**src/rtl/pow_sq_mul_step.sv**
```systemverilog
// One square-and-multiply step: consumes exp[0], squares base, shifts exp right.
// Purely combinational (zero latency); no handshake, the caller decides when to register it.
module pow_sq_mul_step #(
    parameter int w  = 8,
    parameter int ew = 4
) (
    input  logic [w-1:0]  acc,
    input  logic [w-1:0]  base,
    input  logic [ew-1:0] exp,
    output logic [w-1:0]  acc_nxt,
    output logic [w-1:0]  base_nxt,
    output logic [ew-1:0] exp_nxt
);

    // Products are assigned into w-bit targets, so they wrap mod 2^w.
    always_comb begin
        acc_nxt  = exp[0] ? w'(acc * base) : acc;
        base_nxt = w'(base * base);
        exp_nxt  = exp >> 1;
    end

endmodule

```
**src/rtl/pow_n_multi_cycle_fsm.sv**
```systemverilog
// Computes n^e mod 2^w by square-and-multiply, one exponent bit per cycle.
// Latency bitlen(e)+1 from accept; result held in DONE until res_rdy, n_rdy only in IDLE.
module pow_n_multi_cycle_fsm #(
    parameter int w  = 8,
    parameter int ew = 4
) (
    input  logic          clk,
    input  logic          rst_n,
    input  logic          n_vld,
    output logic          n_rdy,
    input  logic [w-1:0]  n,
    input  logic [ew-1:0] e,
    output logic          res_vld,
    input  logic          res_rdy,
    output logic [w-1:0]  res
);

    typedef enum logic [1:0] {
        IDLE = 2'b00,
        RUN  = 2'b01,
        DONE = 2'b10
    } state_t;

    state_t        state_q;
    state_t        state_d;
    logic          res_vld_q;
    logic          res_vld_d;
    logic          load;
    logic          step;
    logic          capture;

    logic [w-1:0]  acc_q;
    logic [w-1:0]  base_q;
    logic [ew-1:0] exp_q;
    logic [w-1:0]  res_q;
    logic [w-1:0]  acc_nxt;
    logic [w-1:0]  base_nxt;
    logic [ew-1:0] exp_nxt;

    pow_sq_mul_step #(
        .w  (w),
        .ew (ew)
    ) u_step (
        .acc      (acc_q),
        .base     (base_q),
        .exp      (exp_q),
        .acc_nxt  (acc_nxt),
        .base_nxt (base_nxt),
        .exp_nxt  (exp_nxt)
    );

    always_ff @(posedge clk or negedge rst_n) begin
        if (!rst_n) begin
            state_q   <= IDLE;
            res_vld_q <= 1'b0;
        end else begin
            state_q   <= state_d;
            res_vld_q <= res_vld_d;
        end
    end

    always_comb begin
        state_d   = state_q;
        res_vld_d = res_vld_q;
        load      = 1'b0;
        step      = 1'b0;
        capture   = 1'b0;
        case (state_q)
            IDLE: begin
                if (n_vld) begin
                    load    = 1'b1;
                    state_d = RUN;
                end
            end
            RUN: begin
                // Exponent exhausted: acc already holds the final product.
                if (exp_q == '0) begin
                    capture   = 1'b1;
                    res_vld_d = 1'b1;
                    state_d   = DONE;
                end else begin
                    step = 1'b1;
                end
            end
            DONE: begin
                if (res_rdy) begin
                    res_vld_d = 1'b0;
                    state_d   = IDLE;
                end
            end
            default: begin
                res_vld_d = 1'b0;
                state_d   = IDLE;
            end
        endcase
    end

    // Datapath registers carry no reset; they are always written before use.
    always_ff @(posedge clk) begin
        if (load) begin
            base_q <= n;
            exp_q  <= e;
            acc_q  <= w'(1);
        end else if (step) begin
            base_q <= base_nxt;
            exp_q  <= exp_nxt;
            acc_q  <= acc_nxt;
        end
        if (capture) begin
            res_q <= acc_q;
        end
    end

    assign n_rdy   = (state_q == IDLE);
    assign res_vld = res_vld_q;
    assign res     = res_q;

endmodule
```
**config.mk**
```make
export PLATFORM = sky130hd
export DESIGN_NAME = pow_n_multi_cycle_fsm
export DESIGN_NICKNAME = d
export VERILOG_FILES = /design/src/rtl/pow_sq_mul_step.sv /design/src/rtl/pow_n_multi_cycle_fsm.sv
export SDC_FILE = /design/constraint.sdc
export NUM_CORES = 1
export LEC_CHECK = 0
export CORE_MARGIN = 1
export CORE_UTILIZATION = 58
export CTS_CLUSTER_DIAMETER = 150
export DETAILED_ROUTE_END_ITERATION = 16
export GPL_TIMING_DRIVEN = 0
export PLACE_DENSITY_LB_ADDON = 0.3
export SETUP_SLACK_MARGIN = 0.2
export SLEW_MARGIN = 30
export SYNTH_ARGS = -nofsm -noshare
export SYNTH_HDL_FRONTEND = slang
export SYNTH_SLANG_ARGS = --single-unit
```
**constraint.sdc**
```tcl
create_clock -name clk -period 4.5 [get_ports clk]
set_clock_uncertainty 0.05 [all_clocks]
set_input_delay 0.45 -clock clk [delete_from_list [all_inputs] [get_ports clk]]
set_output_delay 0.45 -clock clk [all_outputs]
set_load 0.1 [all_outputs]
```
==> out/metrics.cfg <==
[finish]
diodes = 0
nNetsFinal = 357
drive_gt1_share_pct = 8.81
n_fill_cell = 315
area_growth_pct = 17.0

[sta]
fin_tns_setup_ps = 0
hold_violations = 0
min_period_over_period_pct = 90.8
rsz0062_at_grt = no
slew_viol_final = 0
setup_viol = 0
fin_crit_ps = 4090
slew_headroom_pct = 35.6
worstMarginPinSlew_ps = 963
fmax_mhz = 245

[route]
drt_iter0_markers = 132
route.detailed.drc = 0
routed_via_density = 5.30
antenna_left = 0
wl_per_cell_microns = 15.0
drt_wl_total_mm = 5.17
dr.pass1.iters = 4
via_count = 1828

[floorplanning]
ios = 26
die_area_sq_um = 4680
die_width_microns = 68.4
start_util_pct = 62.2
rows = 23
coreArea_sq_um = 4120
die_h_microns = 68.4

[worst_setup_path]
cp.arrival_ps = 4260
reg2reg_to = acc_q[7]
worst-path-max-fanout = 8
crit_type = flip-flop to flip-flop
worst-r2r-setup-slack_ps = 410
startpoint = acc_q[2]
rr_startpoint = acc_q[2]
reg2regPathDepth = 11
endpoint_kind = flip-flop
critPathLaunchType = flip-flop
critPathRequiredTime_ps = 4670

[clock_tree]
cts_tree = built
clock_path_buffers = 2
ctsHtreeMaxLevel = 2
cts_buffers = 5
clock_latency_ps = 290
clkSlewWorstSetupHoldPaths_ps = 60
clock-sinks = 31
clockRootBuffer = clkbuf_8

[placed_design]
gp_congestion = 0.805
dpl.hpwl_mm = 3.92
port-buffer-count = 25

[grt]
antenna_found_initial = 0
grt_overflow = 0
grt_max_degree = 12
grt_pass1_wl_mm = 8.78
grt_pass1_vias = 1947
grt_use_total_pct = 26.8

[logic_synthesis]
synth_compound_area_share_pct = 5.18
async_reset_ff_share_pct = 9.68
synthAdderAreaFrac_pct = 28.8
dominantRegCellSynth = edfxtp_1
synth_top_family_by_area = adder cells
synth.most_common_cell = nand2_1
synth-xor-area-share_pct = 8.94
synth_seq_cells = 31
syn_avg_cell_area_sq_um = 9.92
synth-edff-count = 20
synth.distinct_cells = 29
synth_simple_gate_area_share_pct = 18.4
synth_warnings = 0
synth_area_leaders = edfxtp_1, fa_1, ha_1, nand2_1, dfxtp_1
synth_top_area_share_pct = 23.5
yosysTopAreaCell = edfxtp_1
netlist_instances = 258
ys_seq_area_share_pct = 32.6
syn_area_sq_um = 2560
yosys-top-cells-count = nand2_1, inv_1, ha_1
synthMuxAreaShare_pct = 0

[outcome]
outcome = completed

[hold_path]
hold_path_class = primary input to asynchronous set/reset pin

[job]
drv_cap = 0

-- sequential cells by signal, summed over array words and instances, names as in the netlist --
name,cells
acc_q,8
base_q,8
exp_q,4
res,8
res_vld,1
state_q,2
-- area by class of cell --
class / count / area (sq um) / share of cell area (%)
sequential: 31 / 838 / 28.0
multi-input combinational: 193 / 1590 / 53.0
tap: 50 / 62.6 / 2.09
clock buffer: 7 / 76.3 / 2.55
clock inverter: 1 / 5.00 / 0.167
timing repair buffer: 28 / 273 / 9.11
buffer: 7 / 47.5 / 1.59
inverter: 28 / 105 / 3.51
-- how the worst max path moves through the flow --
stage	end	slack, ps	depth (start not counted)
finish	acc_q[7]	410	11
detailed placement	acc_q[7]	320	13
CTS	acc_q[7]	310	13
global route	acc_q[7]	240	14
floorplan	acc_q[7]	680	13
global placement	acc_q[7]	470	13
-- routing by layer --
metal | GRT usage, % | wire length (microns) | vias up
li1 | - | - | 892
met2 | 47.4 | 2710 | 52
met1 | 31.8 | 2150 | 873
met3 | 5.17 | 195 | 11
met5 | 0 | 0 | -
met4 | 9.90 | 116 | 0
-- kinds of logic after synthesis --
| logic type | Yosys count |
|---|---|
| fa+ha+maj | 47 |
| xor+xnor | 23 |
| buf+inv | 35 |
| flops | 31 |
| other cells | 1 |
| compound gates | 23 |
| simple gates | 98 |
-- repair_timing --
action / in CTS / in global routing
buffers inserted: 0 / 3
resized for setup: 0 / 7
hold buffers: 0 / 0
setup endpoints to repair: 0 / 1
-- critical path, cell delays in order, from the launching register on --
cell and delay, ps:
dfxtp_1 520, nand2_1 130, fa_1 430, fa_1 550
inv_1 50, fa_1 480, fa_1 520, ha_1 350
a21oi_2 160, xnor3_1 240, xnor3_1 370, a21oi_1 170
-- through the flow --
| step | hold WS, ps | setup WS (ps) | cells | instance area (sq um) | utilization, % |
|---|---|---|---|---|---|
| after floorplan | 104 | 683 | 259 | 2560 | - |
| after global placement | 426 | 473 | 334 | 2880 | 69.9 |
| after detailed placement | 439 | 316 | 334 | 2880 | 70.0 |
| after CTS | 301 | 308 | 342 | 2960 | 72.0 |
| after global routing | 299 | 239 | 345 | 2990 | 72.8 |
| final | 301 | 412 | 345 | 2990 | 72.8 |
-- cells in the final DEF (no fill, tap or decap) --
master	Yosys	layout
nor2_1	7	7
buf_6	2	2
clkbuf_2	0	2
a21oi_2	0	1
dfrtp_1	3	3
fa_1	20	20
a211oi_1	1	1
nor4_1	1	1
clkbuf_1	4	4
clkdlybuf4s50_1	0	25
or2_2	1	1
and2_1	22	22
nand3b_1	1	1
nor3_1	2	1
a21oi_1	11	10
o21ai_0	5	5
and2_2	5	5
clkbuf_8	0	5
clkinv_2	0	1
and3_1	3	3
nor2b_1	1	1
xor2_1	5	5
conb_1	1	2
xnor2_1	16	16
buf_4	1	4
inv_1	28	28
nand2_2	2	2
a21o_1	6	6
dfxtp_2	0	2
dfxtp_1	8	6
nand2_1	52	52
ha_1	27	27
nand2b_1	1	1
edfxtp_1	20	20
nor3_2	0	1
xnor3_1	2	2
Power is left out: the tool's default activity adds up to more than one toggle a clock period on the data nets, which glitch-free logic cannot reach.
